==> config.mk <==
export PLATFORM = sky130hd
export DESIGN_NAME = instr_exec_ctrl_flat
export DESIGN_NICKNAME = d
export VERILOG_FILES = /design/src/rtl/instr_exec_ctrl_if.sv /design/src/rtl/instr_exec_ctrl.sv /design/src/flat_wrapper.sv
export SDC_FILE = /design/constraint.sdc
export NUM_CORES = 1
export LEC_CHECK = 0
export BUFFER_PORTS_ARGS = -buffer_cell sky130_fd_sc_hd__buf_2
export CORE_MARGIN = 3
export CORE_UTILIZATION = 45
export DETAILED_ROUTE_END_ITERATION = 8
export HOLD_SLACK_MARGIN = 0.15
export PLACE_DENSITY_LB_ADDON = 0.12
export SETUP_SLACK_MARGIN = 0.5
export SYNTH_ARGS = -nofsm -noshare
export SYNTH_HDL_FRONTEND = slang
export SYNTH_SLANG_ARGS = --single-unit
==> constraint.sdc <==
create_clock -name clk -period 4.7 [get_ports clk]
set_input_delay 0.94 -clock clk [delete_from_list [all_inputs] [get_ports clk]]
set_output_delay 0.94 -clock clk [all_outputs]
set_load 0.1 [all_outputs]
==> src/rtl/instr_exec_ctrl_if.sv <==
// ---------------------------------------------------------------------------
// instr_exec_ctrl_if
//
// Purpose: bundles the decoded-instruction handshake, the matrix memory bus
// and the ALU launch/complete handshake of instr_exec_ctrl into one
// interface.
//
// Signals:
//   start       decoded instruction valid (single-cycle pulse)
//   opcode[3:0] decoded opcode
//   adrs[7:0]   decoded matrix memory address
//   data[15:0]  decoded write data or scalar (scalar in [7:0])
//   busy        instruction in progress
//   done        one-cycle completion pulse
//   error       last accepted instruction was illegal or timed out
//   mem_addr    matrix memory address
//   mem_wdata   memory write data
//   mem_we      memory write enable
//   mem_rdata   memory read data
//   rd_data     captured LOAD result
//   alu_start   one-cycle ALU launch pulse
//   alu_op      latched opcode for the ALU
//   alu_scalar  latched scalar for the ALU
//   alu_done    ALU completion pulse
//
// Modports: slave = controller side, master = decoder/memory/ALU side.
// ---------------------------------------------------------------------------
interface instr_exec_ctrl_if;
    logic        start;
    logic [3:0]  opcode;
    logic [7:0]  adrs;
    logic [15:0] data;
    logic        busy;
    logic        done;
    logic        error;
    logic [7:0]  mem_addr;
    logic [15:0] mem_wdata;
    logic        mem_we;
    logic [15:0] mem_rdata;
    logic [15:0] rd_data;
    logic        alu_start;
    logic [3:0]  alu_op;
    logic [7:0]  alu_scalar;
    logic        alu_done;

    modport slave (
        input  start, opcode, adrs, data, mem_rdata, alu_done,
        output busy, done, error, mem_addr, mem_wdata, mem_we,
               rd_data, alu_start, alu_op, alu_scalar
    );

    modport master (
        output start, opcode, adrs, data, mem_rdata, alu_done,
        input  busy, done, error, mem_addr, mem_wdata, mem_we,
               rd_data, alu_start, alu_op, alu_scalar
    );
endinterface

==> src/rtl/instr_exec_ctrl.sv <==
// ---------------------------------------------------------------------------
// instr_exec_ctrl
//
// Purpose: executes one decoded instruction at a time. NOP completes
// directly, STORE issues a single-cycle memory write, LOAD issues a read and
// captures the data MEM_LATENCY cycles later, and 1xxx opcodes launch the
// external ALU and wait for its completion pulse. Opcodes 0011-0111 are
// illegal and only raise error. Every instruction ends with a one-cycle
// done pulse.
//
// Parameters:
//   MEM_LATENCY  cycles from mem_addr valid to mem_rdata valid (1-15)
//   ALU_TIMEOUT  maximum ALU wait cycles (timeout build only)
//
// Ports:
//   clk      single clock, rising edge
//   reset_n  synchronous active-low reset
//   bus      instr_exec_ctrl_if.slave (instruction, memory and ALU signals)
//
// Configuration macro:
//   EXEC_TIMEOUT_EN  when defined, ALU_WAIT gives up after ALU_TIMEOUT
//                    cycles without alu_done, flags error and completes.
//                    When undefined, ALU_WAIT waits for alu_done forever.
// ---------------------------------------------------------------------------
module instr_exec_ctrl #(
    parameter int MEM_LATENCY = 2,
    parameter int ALU_TIMEOUT = 255
) (
    input  logic              clk,
    input  logic              reset_n,
    instr_exec_ctrl_if.slave  bus
);

    typedef enum logic [2:0] {
        IDLE,
        EXEC,
        LOAD_WAIT,
        ALU_WAIT,
        DONE
    } ExecState;

    // One wait counter serves both the load latency and the ALU timeout, so
    // it is sized for whichever of the two limits is larger.
    localparam int CNT_W = (ALU_TIMEOUT > 15) ? $clog2(ALU_TIMEOUT + 1) : 4;
    localparam logic [CNT_W-1:0] LOAD_LAST = CNT_W'(MEM_LATENCY - 1);
`ifdef EXEC_TIMEOUT_EN
    localparam logic [CNT_W-1:0] ALU_LAST  = CNT_W'(ALU_TIMEOUT - 1);
`endif

    ExecState         r_state;
    logic [3:0]       r_opcode;
    logic [CNT_W-1:0] r_cnt;
    logic             r_busy;
    logic             r_done;
    logic             r_error;
    logic [7:0]       r_memAddr;
    logic [15:0]      r_memWdata;
    logic             r_memWe;
    logic [15:0]      r_rdData;
    logic             r_aluStart;
    logic [3:0]       r_aluOp;
    logic [7:0]       r_aluScalar;

    // Decode of the incoming opcode is needed at acceptance because mem_we
    // and alu_start are registered and must already be high in EXEC.
    logic w_inLoad;
    logic w_inStore;
    logic w_inAlu;
    logic w_isLoad;
    logic w_isAlu;
    logic w_isIllegal;

    assign w_inLoad    = (bus.opcode == 4'b0001);
    assign w_inStore   = (bus.opcode == 4'b0010);
    assign w_inAlu     = bus.opcode[3];
    assign w_isLoad    = (r_opcode == 4'b0001);
    assign w_isAlu     = r_opcode[3];
    assign w_isIllegal = !r_opcode[3] && (r_opcode[2:0] >= 3'd3);

    // Single state machine with every output registered. Accepting an
    // instruction preloads the EXEC-cycle strobes; EXEC clears them and
    // dispatches; the wait states finish by raising done for the DONE cycle.
    always_ff @(posedge clk) begin
        if (!reset_n) begin
            r_state     <= IDLE;
            r_opcode    <= 4'd0;
            r_cnt       <= '0;
            r_busy      <= 1'b0;
            r_done      <= 1'b0;
            r_error     <= 1'b0;
            r_memAddr   <= 8'd0;
            r_memWdata  <= 16'd0;
            r_memWe     <= 1'b0;
            r_rdData    <= 16'd0;
            r_aluStart  <= 1'b0;
            r_aluOp     <= 4'd0;
            r_aluScalar <= 8'd0;
        end else begin
            case (r_state)
                IDLE: begin
                    if (bus.start) begin
                        r_opcode <= bus.opcode;
                        r_busy   <= 1'b1;
                        r_error  <= 1'b0;
                        r_state  <= EXEC;
                        if (w_inLoad || w_inStore) begin
                            r_memAddr <= bus.adrs;
                        end
                        if (w_inStore) begin
                            r_memWdata <= bus.data;
                            r_memWe    <= 1'b1;
                        end
                        if (w_inAlu) begin
                            r_aluStart  <= 1'b1;
                            r_aluOp     <= bus.opcode;
                            r_aluScalar <= bus.data[7:0];
                        end
                    end
                end
                EXEC: begin
                    r_memWe    <= 1'b0;
                    r_aluStart <= 1'b0;
                    r_cnt      <= '0;
                    if (w_isLoad) begin
                        r_state <= LOAD_WAIT;
                    end else if (w_isAlu) begin
                        r_state <= ALU_WAIT;
                    end else begin
                        r_done  <= 1'b1;
                        r_state <= DONE;
                        if (w_isIllegal) begin
                            r_error <= 1'b1;
                        end
                    end
                end
                LOAD_WAIT: begin
                    // mem_addr went out in EXEC, so the data is valid in the
                    // last of MEM_LATENCY wait cycles.
                    if (r_cnt == LOAD_LAST) begin
                        r_rdData <= bus.mem_rdata;
                        r_done   <= 1'b1;
                        r_state  <= DONE;
                    end else begin
                        r_cnt <= r_cnt + CNT_W'(1);
                    end
                end
                ALU_WAIT: begin
                    if (bus.alu_done) begin
                        r_done  <= 1'b1;
                        r_state <= DONE;
`ifdef EXEC_TIMEOUT_EN
                    end else if (r_cnt == ALU_LAST) begin
                        r_error <= 1'b1;
                        r_done  <= 1'b1;
                        r_state <= DONE;
                    end else begin
                        r_cnt <= r_cnt + CNT_W'(1);
`endif
                    end
                end
                DONE: begin
                    r_done  <= 1'b0;
                    r_busy  <= 1'b0;
                    r_state <= IDLE;
                end
                default: begin
                    r_state <= IDLE;
                end
            endcase
        end
    end

    assign bus.busy       = r_busy;
    assign bus.done       = r_done;
    assign bus.error      = r_error;
    assign bus.mem_addr   = r_memAddr;
    assign bus.mem_wdata  = r_memWdata;
    assign bus.mem_we     = r_memWe;
    assign bus.rd_data    = r_rdData;
    assign bus.alu_start  = r_aluStart;
    assign bus.alu_op     = r_aluOp;
    assign bus.alu_scalar = r_aluScalar;

endmodule
==> src/flat_wrapper.sv <==
// flat-port wrapper written by rule: the top's interface ports become plain ports
module instr_exec_ctrl_flat 
#(
    parameter int MEM_LATENCY = 2,
    parameter int ALU_TIMEOUT = 255
)
  (clk, reset_n, bus_start, bus_opcode, bus_adrs, bus_data, bus_mem_rdata, bus_alu_done, bus_busy, bus_done, bus_error, bus_mem_addr, bus_mem_wdata, bus_mem_we, bus_rd_data, bus_alu_start, bus_alu_op, bus_alu_scalar);
  instr_exec_ctrl_if bus_i ();
  input  logic clk;
  input  logic reset_n;
  input wire logic [$bits(bus_i.start)-1:0] bus_start;
  input wire logic [$bits(bus_i.opcode)-1:0] bus_opcode;
  input wire logic [$bits(bus_i.adrs)-1:0] bus_adrs;
  input wire logic [$bits(bus_i.data)-1:0] bus_data;
  input wire logic [$bits(bus_i.mem_rdata)-1:0] bus_mem_rdata;
  input wire logic [$bits(bus_i.alu_done)-1:0] bus_alu_done;
  output wire logic [$bits(bus_i.busy)-1:0] bus_busy;
  output wire logic [$bits(bus_i.done)-1:0] bus_done;
  output wire logic [$bits(bus_i.error)-1:0] bus_error;
  output wire logic [$bits(bus_i.mem_addr)-1:0] bus_mem_addr;
  output wire logic [$bits(bus_i.mem_wdata)-1:0] bus_mem_wdata;
  output wire logic [$bits(bus_i.mem_we)-1:0] bus_mem_we;
  output wire logic [$bits(bus_i.rd_data)-1:0] bus_rd_data;
  output wire logic [$bits(bus_i.alu_start)-1:0] bus_alu_start;
  output wire logic [$bits(bus_i.alu_op)-1:0] bus_alu_op;
  output wire logic [$bits(bus_i.alu_scalar)-1:0] bus_alu_scalar;
  assign bus_i.start = bus_start;
  assign bus_i.opcode = bus_opcode;
  assign bus_i.adrs = bus_adrs;
  assign bus_i.data = bus_data;
  assign bus_i.mem_rdata = bus_mem_rdata;
  assign bus_i.alu_done = bus_alu_done;
  assign bus_busy = bus_i.busy;
  assign bus_done = bus_i.done;
  assign bus_error = bus_i.error;
  assign bus_mem_addr = bus_i.mem_addr;
  assign bus_mem_wdata = bus_i.mem_wdata;
  assign bus_mem_we = bus_i.mem_we;
  assign bus_rd_data = bus_i.rd_data;
  assign bus_alu_start = bus_i.alu_start;
  assign bus_alu_op = bus_i.alu_op;
  assign bus_alu_scalar = bus_i.alu_scalar;
  instr_exec_ctrl #(.MEM_LATENCY(MEM_LATENCY), .ALU_TIMEOUT(ALU_TIMEOUT)) u_core (.clk(clk), .reset_n(reset_n), .bus(bus_i));
endmodule
==> results.py <==
metrics = {
    "placement": {
        "pre_cts_ws_ps": 2260,
        "dp_hpwl_um": 4440,
        "post-place-cells": 483,
        "post_dp_cell_area_um2": 3490,
        "gp_congestion": 0.824,
        "place.port_buffers": 104,
    },
    "layout": {
        "diodes": 0,
        "nets": 467,
        "drive_gt1_share_pct": 33.4,
        "stdcell_area_um2": 3700,
        "area_delta_synth_final_pct": 24.1,
        "final_cells": 499,
    },
    "sta": {
        "fin_crit_sh_pct": 44.3,
        "fmax_ghz": 0.480,
        "max_slew.worst_pin.slew_ps": 550,
        "drv_slew": 0,
        "setup_viol": 0,
        "slew_headroom_pct": 63.4,
        "finalHoldViolations": 0,
        "skew_ps": 9.78,
        "finalSetupTns_ps": 0,
        "setup_ws_ps": 2620,
        "rsz0062_at_grt": "false",
        "holdWs_ps": 449,
        "min_period_ps": 2080,
    },
    "run_status": {
        "outcome": "finished, final reports clean",
    },
    "power": {
        "ir_worst_vdd_mv": 0.184,
        "p_leak_nw": 1.74,
        "power.density_nw_per_um2": 364,
    },
    "logic_synthesis": {
        "synth_compound_gate_area_share_pct": 12.6,
        "yosysTopAreaCell": "dfxtp_1",
        "synth_most_common_cell": "dfxtp_1",
        "synth_top_family_by_area": "simple AND/OR/NAND/NOR gates",
        "synth-xor-area-share_pct": 2.06,
        "synth_enable_flop_cells": 0,
        "ys_types": 47,
        "ys.flop_type": "dfxtp_1",
        "syn_area_um2": 2980,
        "ys_warn_count": 0,
        "ys_seq_area_share_pct": 48.4,
        "synthAdderAreaFrac_pct": 0.840,
        "yosys.area_share.simple_pct": 25.5,
        "synth_top_area_share_pct": 48.4,
        "synthTopCellsByArea": "dfxtp_1 (48%), nand2_1 (7.9%), mux2i_1 (6.0%)",
        "syn-num-nets": 371,
        "syn-mean-instance-area_um2": 9.28,
        "synth_mux_area_share_pct": 6.05,
        "netlist_instances": 321,
        "ys_ff_latch": 72,
        "synth-async-reset-ratio_pct": 0,
        "ys_top_cells_by_count": "dfxtp_1 (72), nand2_1 (63), nand3_1 (24), mux2i_1 (18), nor2b_1 (17)",
    },
    "routing": {
        "drc": 0,
        "ant_nets": 0,
        "finalWirelength_um": 6210,
        "detail_route.wl_per_cell_um": 12.5,
        "drt_iter0_drc": 58,
        "drt-vias-per-instance": 4.86,
        "num_vias": 2427,
        "drt-pass1-iter-count": 4,
    },
    "clock_network": {
        "cts_made_buffers": 9,
        "clock_sinks": 72,
        "ctsResizeCount": 0,
        "cts_tree": "done",
        "cts_hold_buffers": 0,
        "clk_pin_slew_ps": 70,
        "cts_max_level": 3,
        "post_cts_buffers": 0,
        "cts_root_buf": "clkbuf_8",
        "clock_path_buffers": 2,
        "clock_latency_ps": 340,
    },
    "floorplan": {
        "dieArea_um2": 7630,
        "fp-row-count": 29,
        "die_w_um": 87.4,
        "die_h_um": 87.4,
        "coreArea_um2": 6390,
        "start_util_pct": 46.6,
        "pin_count": 105,
    },
    "worst_setup_path": {
        "cp.arrival_ps": 2300,
        "timing.rr.start": "u_core.r_state[0]",
        "critical_path_required_ps": 4920,
        "worstSetupPathType": "in2reg",
        "crit_path_start": "bus_start",
        "startpoint_type": "input port",
        "cp_max_fo": 33,
        "crit_path_end_kind": "register",
    },
    "hold_path": {
        "hold_start": "u_core.bus.alu_scalar[6]",
        "worstHoldPathType": "reg2reg",
    },
    "global_routing": {
        "grt_pass1_wl_um": 10300,
        "grt_pass1_vias": 2234,
        "antenna_found_initial": 0,
        "grt-ovfl-total": 0,
        "gr-usage-all-layers_pct": 17.0,
        "grt_max_degree": 60,
    },
    "flow_run": {
        "drv_cap": 0,
    },
}
-- placed cells by master, fill, tap and decap left out, types with 3 or more instances in the layout --
cell type / Yosys / routed
buf_2: 4 / 104
dfxtp_1: 72 / 72
nand2_1: 63 / 63
nand3_1: 24 / 24
mux2i_1: 18 / 18
nor2b_1: 17 / 17
o21ai_1: 16 / 16
nor2_1: 12 / 12
a21boi_1: 10 / 10
clkbuf_8: 0 / 9
o21ai_2: 8 / 8
nor3_1: 6 / 6
a21boi_0: 6 / 6
inv_1: 5 / 5
a21oi_1: 5 / 5
xor2_1: 4 / 4
nand3_2: 3 / 3
xnor2_1: 3 / 3
-- flip-flops by register name, summed over array words and instances (netlist names) --
register,flops
u_core.bus.mem_wdata,16
u_core.r_opcode,4
u_core.r_cnt,8
u_core.bus.error,1
u_core.bus.mem_we,1
u_core.bus.busy,1
u_core.bus.alu_scalar,8
u_core.bus.mem_addr,8
u_core.bus.done,1
u_core.bus.alu_op,4
u_core.r_state,3
u_core.bus.rd_data,16
u_core.bus.alu_start,1
-- layer usage --
| layer | GRT usage, % | vias up | wire, um |
|---|---|---|---|
| met5 | 0 | - | 0 |
| met4 | 6.69 | 0 | 101 |
| met3 | 7.38 | 9 | 547 |
| met2 | 26.0 | 63 | 2840 |
| met1 | 20.9 | 1073 | 2720 |
| li1 | - | 1282 | - |
-- path summary, 6_finish.rpt --
check                              to  cells past startpoint  slack [ps]
min reg2reg  u_core.bus.alu_scalar[6]                      2         450
max reg2reg  u_core.bus.mem_wdata[14]                      4        2780
max          u_core.bus.mem_wdata[14]                      5        2620
min          u_core.bus.alu_scalar[6]                      2         450
-- cell families (layout without fill, tap and decap cells) --
group           after synthesis  in the layout
compound gates               54             54
simple gates                143            143
xor+xnor                      7              7
flops                        72             72
mux                          18             18
fa+ha+maj                     2              2
buf+inv                      25            126
-- worst max-delay path, stage by stage --
cell and delay (ps):
buf_2 110, nor4b_4 450, nand4b_4 480, nand3_1 210, o21ai_1 90
-- where the power goes --
| part | switching (W) | internal (W) | total, W | leakage, nW |
|---|---|---|---|---|
| Clock | 0.000226 | 0.000299 | 0.000525 | 0.104 |
| Combinational | 0.000139 | 0.0000462 | 0.000185 | 1.06 |
| Sequential | 0.0000123 | 0.000625 | 0.000638 | 0.583 |
-- cell type report --
class                           count  area [um2]
Multi-Input combinational cell    224        1400
Inverter                            5        18.8
Fill cell                         606        2690
Timing Repair Buffer              105         528
Sequential cell                    72        1440
Clock buffer                       11         131
Clock inverter                      5        81.3
Tap cell                           77        96.3
-- stage by stage --
step                util [%]  power [W]
floorplan                  -   0.000796
global placement        54.6   0.000836
detailed placement      54.6   0.000838
CTS                     57.9    0.00136
global route            57.9    0.00140
finish                  57.9    0.00135
(Power assumes the default switching activity.)
